File: src/rtl/clk_div_multi.sv
// clk_div_multi: NCH-channel square-wave divider with per-channel run enable,
// run-time half-period writes and a common phase-align strobe. Define CLKDIV_TICK_EN for tick outputs.
module clk_div_multi #(
    parameter int unsigned       NCH       = 2,
    parameter int unsigned       CW        = 19,
    parameter int unsigned       SEL_W     = 1,
    parameter logic [NCH*CW-1:0] HALF_INIT = {19'd49999, 19'd499999}
) (
    input  logic              clk,
    input  logic              reset,
    input  logic [NCH-1:0]    en,
    input  logic              sync,
    input  logic              cfg_we,
    input  logic [SEL_W-1:0]  cfg_sel,
    input  logic [CW-1:0]     cfg_half,
    output logic [NCH-1:0]    clk_out,
    output logic [NCH-1:0]    tick,
    output logic [NCH*CW-1:0] half_rd
);

    logic [CW-1:0]  half_q [NCH];
    logic [CW-1:0]  half_d [NCH];
    logic [CW-1:0]  cnt_q  [NCH];
    logic [CW-1:0]  cnt_d  [NCH];
    logic [NCH-1:0] clk_q;
    logic [NCH-1:0] clk_d;
    logic [NCH-1:0] term;
    logic [NCH-1:0] wr_hit;
    logic [31:0]    sel_ext;

    assign sel_ext = 32'(cfg_sel);

    // A select >= NCH matches no channel, so such writes are dropped here.
    always_comb begin
        wr_hit = '0;
        for (int unsigned i = 0; i < NCH; i++) begin
            wr_hit[i] = cfg_we && (sel_ext == i);
        end
    end

    always_comb begin
        term = '0;
        for (int unsigned i = 0; i < NCH; i++) begin
            term[i] = (cnt_q[i] == half_q[i]);
        end
    end

    always_comb begin
        clk_d = clk_q;
        for (int unsigned i = 0; i < NCH; i++) begin
            half_d[i] = half_q[i];
            cnt_d[i]  = cnt_q[i];
            if (wr_hit[i]) begin
                half_d[i] = cfg_half;
                cnt_d[i]  = '0;
                clk_d[i]  = 1'b0;
            end else if (sync) begin
                cnt_d[i] = '0;
                clk_d[i] = 1'b0;
            end else if (en[i]) begin
                if (term[i]) begin
                    cnt_d[i] = '0;
                    clk_d[i] = ~clk_q[i];
                end else begin
                    cnt_d[i] = cnt_q[i] + CW'(1);
                end
            end
        end
    end

    always_ff @(posedge clk) begin
        if (!reset) begin
            for (int unsigned i = 0; i < NCH; i++) begin
                half_q[i] <= HALF_INIT[i*CW +: CW];
                cnt_q[i]  <= '0;
            end
            clk_q <= '0;
        end else begin
            for (int unsigned i = 0; i < NCH; i++) begin
                half_q[i] <= half_d[i];
                cnt_q[i]  <= cnt_d[i];
            end
            clk_q <= clk_d;
        end
    end

`ifdef CLKDIV_TICK_EN
    logic [NCH-1:0] tick_q;
    logic [NCH-1:0] tick_d;

    // Tick fires only on a counting edge that takes the output from 0 to 1.
    always_comb begin
        tick_d = '0;
        for (int unsigned i = 0; i < NCH; i++) begin
            tick_d[i] = !wr_hit[i] && !sync && en[i] && term[i] && !clk_q[i];
        end
    end

    always_ff @(posedge clk) begin
        if (!reset) begin
            tick_q <= '0;
        end else begin
            tick_q <= tick_d;
        end
    end

    assign tick = tick_q;
`else
    assign tick = '0;
`endif

    assign clk_out = clk_q;

    always_comb begin
        half_rd = '0;
        for (int unsigned i = 0; i < NCH; i++) begin
            half_rd[i*CW +: CW] = half_q[i];
        end
    end

endmodule
File: config.mk
export PLATFORM = sky130hd
export DESIGN_NAME = clk_div_multi
export DESIGN_NICKNAME = d
export VERILOG_FILES = /design/src/rtl/clk_div_multi.sv
export SDC_FILE = /design/constraint.sdc
export NUM_CORES = 1
export LEC_CHECK = 0
export CAP_MARGIN = 5
export CELL_PAD_IN_SITES_DETAIL_PLACEMENT = 1
export CELL_PAD_IN_SITES_GLOBAL_PLACEMENT = 1
export CORE_MARGIN = 3
export CORE_UTILIZATION = 40
export CTS_BUF_LIST = sky130_fd_sc_hd__clkbuf_4
export CTS_CLUSTER_DIAMETER = 80
export DETAILED_ROUTE_END_ITERATION = 6
export GPL_TIMING_DRIVEN = 0
export PLACE_DENSITY_LB_ADDON = 0.3
export SLEW_MARGIN = 20
export SYNTH_ARGS = -nofsm -noshare
export SYNTH_HDL_FRONTEND = slang
export SYNTH_SLANG_ARGS = --single-unit
File: constraint.sdc
create_clock -name clk -period 1.82 [get_ports clk]
set_clock_uncertainty 0.15 [all_clocks]
set_input_delay 0.182 -clock clk [delete_from_list [all_inputs] [get_ports clk]]
set_output_delay 0.182 -clock clk [all_outputs]
set_load 0.02 [all_outputs]
==> results.toml <==
[global_routing]
grt_use_total_pct = 20.8
grt_max_degree = 13
grt_pass1_vias = 3280
antenna_found_initial = 0
overflow = 0
grt_pass1_wl_um = 16200

[setup_path]
cp-end-kind = "flop"
worstPathMaxFanout = 9
critical_path_required_ns = 1.99
critical_path_class = "reg -> reg"
startpoint_type = "flop"
cp_data_arrival_time_ns = 2.21

[place]
gp_congestion = 0.824
dpl.cell_count = 581
dp_hpwl_um = 7570
portBuffers = 64
placed_cell_area_um2 = 4300

[layout]
fin_cells = 617
insertedDiodeCount = 0
postLayoutCellArea_um2 = 4750
syn_to_final_growth_pct = 34.8
drive_gt1_share_pct = 17.2
nNetsFinal = 535

[die]
core_area_um2 = 8380
die-area_um2 = 9970
rows = 33
die_h_um = 99.8
ios = 68
start_util_pct = 42.0
die_x_um = 99.8

[power]
p_clk_share_pct = 27.9
internal-power_mw = 2.24
leakagePower_nw = 2.15
seqPwrFrac_pct = 57.8
p_switching_uw = 907
switching_share_pct = 28.8
peakVddDrop_v = 0.000399
p_comb_share_pct = 14.3
p_per_area_nw_per_um2 = 662

[clocking]
htree_levels = 3
cts_sinks = 78
cts_made_buffers = 9
path_clk_slew_ns = 0.13
clock_path_buffers = 2
root_buffer = "clkbuf_4"
clock_latency_ns = 0.43
cts_tree = "yes"

[timing]
maxSlewViolCount = 0
layout_min_cycle_time_ns = 2.04
setup_viol = 37
setup_ws_ns = -0.220
setup_tns_ns = -4.28
rsz0062_at_grt = "true"
period_share_pct = 112
timing.fmax_mhz = 490
finalHoldViolCount = 0

[routing]
drc_errors = 0
drt_iter0_markers = 124
antenna_left = 0
drtPass1Iterations = 4
viasPerCell = 5.24
avgRoutedWirePerCell_um = 17.9
drt_wl_total_um = 11100
dr_total_vias = 3231

[synthesis]
syn_inst = 411
avgSynthCellArea_um2 = 8.57
synth_area_um2 = 3520
yosysUniqueCellTypes = 32
ys_warn_count = 0
ys_seq_area_share_pct = 44.3
synth-seq-cells = 78

[run_status]
violations = "setup timing"
status = "finished with violations"

[flow_run]
cap_violations = 0

[worst_hold_path]
hp-class = "in -> reg"
==> path summary, 6_finish.rpt <==
kind	cells after the start	end	slack, ns	from
worst max register to register	6	cnt_q[0][3]	-0.22	cnt_q[0][7]
worst min register to register	2	half_q[0][9]	0.35	half_q[0][9]
worst max-delay path	6	cnt_q[0][3]	-0.22	cnt_q[0][7]
worst min-delay path	3	half_q[0][21]	0.20	cfg_half[2]
==> cell usage in the layout (no fill, tap or decap), types with 3 or more instances in the layout <==
cell type | Yosys | layout
xnor2_1 | 14 | 14
nor2_1 | 48 | 41
buf_4 | 2 | 17
clkbuf_1 | 11 | 9
dfxtp_2 | 0 | 20
clkinv_1 | 0 | 3
nor2_4 | 0 | 3
nand4_1 | 9 | 9
a21boi_0 | 18 | 18
and3_1 | 4 | 4
dlygate4sd2_1 | 0 | 16
clkdlybuf4s50_1 | 0 | 26
dfxtp_4 | 0 | 4
xor2_1 | 60 | 58
clkbuf_4 | 0 | 10
nor4_2 | 0 | 5
nor4_1 | 8 | 3
dlymetal6s2s_1 | 0 | 21
nor2_2 | 0 | 4
dfxtp_1 | 78 | 54
and4_1 | 5 | 5
nand3_1 | 32 | 32
nand2_1 | 93 | 93
buf_6 | 3 | 7
==> worst max-delay path: stages, from the launching register on <==
cell and delay (ns):
dfxtp_1 0.47, xor2_1 0.15, nor4_1 0.40, nand3_1 0.25
o21ai_4 0.30, buf_12 0.17, nor2_1 0.05
==> metrics by stage <==
step | worst slack (ns) | power (mW) | utilization, % | hold slack (ns)
final | -0.220 | 3.14 | 56.6 | 0.204
after global routing | -0.322 | 3.28 | 56.6 | 0.183
after global placement | -0.288 | 2.28 | 51.3 | 0.308
after detailed placement | -0.319 | 2.29 | 51.3 | 0.319
after floorplan | 0.0731 | 2.06 | - | 0.156
after CTS | -0.0761 | 3.15 | 53.8 | 0.186
==> power by group through the flow <==
stage	logic (mW)	registers (mW)	clock network [mW]
final	0.448	1.82	0.877
after global placement	0.417	1.86	0
after global routing	0.484	1.82	0.972
after floorplan	0.161	1.90	0
after detailed placement	0.428	1.86	0
after CTS	0.435	1.82	0.897
==> cell type report <==
class	instances	area, um2
fillers	1005	3630
multi-input cells	316	1960
flip-flops and latches	78	1600
repair buffers	84	851
well taps	105	131
plain buffers	17	97.6
clock buffers	10	75.1
clock inverters	6	28.8
inverters	1	3.75
==> cell usage after synthesis <==
master	n	area [um2]
or3_1	2	12.5
buf_2	1	5.00
a21boi_0	18	135
xnor2_1	14	123
nor2_1	48	180
ha_1	2	25.0
and4_1	5	43.8
xor2_1	60	526
dfxtp_1	78	1560
o31ai_1	2	15.0
inv_1	1	3.75
and2_2	1	7.51
and2_1	1	6.26
nand2_1	93	349
nor2b_1	2	12.5
and3_1	4	25.0
buf_4	2	15.0
buf_6	3	33.8
nor4_4	1	21.3
mux2i_1	2	20.0
nand3_1	32	160
nand4_1	9	56.3
nor3_1	2	10.0
nand2b_1	1	6.26
conb_1	1	3.75
or2b_2	1	8.76
nor4_1	8	50.1
and4_2	1	10.0
and3_2	1	7.51
o211ai_1	2	15.0
clkbuf_1	11	41.3
o21ai_4	2	32.5
==> kinds of logic (layout without fill, tap and decap cells) <==
logic type	after synthesis	count (layout)	synth area share (%)
and+or+nand+nor	212	212	27.5
DFF	78	78	44.3
xor gates and xnor gates	74	74	18.4
AOI/OAI and AO/OA	24	24	5.61
buffers and inverters	18	118	2.81
adders and majority gates	2	2	0.710
muxes	2	2	0.568
other	1	2	0.106
==> repair_timing <==
| action | CTS | global route |
|---|---|---|
| gates cloned | 1 | 1 |
| buffers inserted | 9 | 8 |
| setup endpoints to repair | 55 | 71 |
| pin swaps | 7 | 26 |
| gates resized for setup | 27 | 69 |
| hold buffers | 1 | 0 |
| endpoints found under the hold margin | 4 | 0 |
==> sequential cells by signal (all words and copies together) (netlist names) <==
register	count
cnt_q	38
half_q	38
clk_out	2
==> per-layer routing <==
layer,global-route usage (%),vias to the layer above,routed length (um)
li1,-,1535,-
met1,27.4,1591,4940
met2,34.0,83,5330
met3,4.17,22,520
met4,7.46,0,269
met5,0,-,0
No activity file was read; power rests on OpenSTA's default activity.
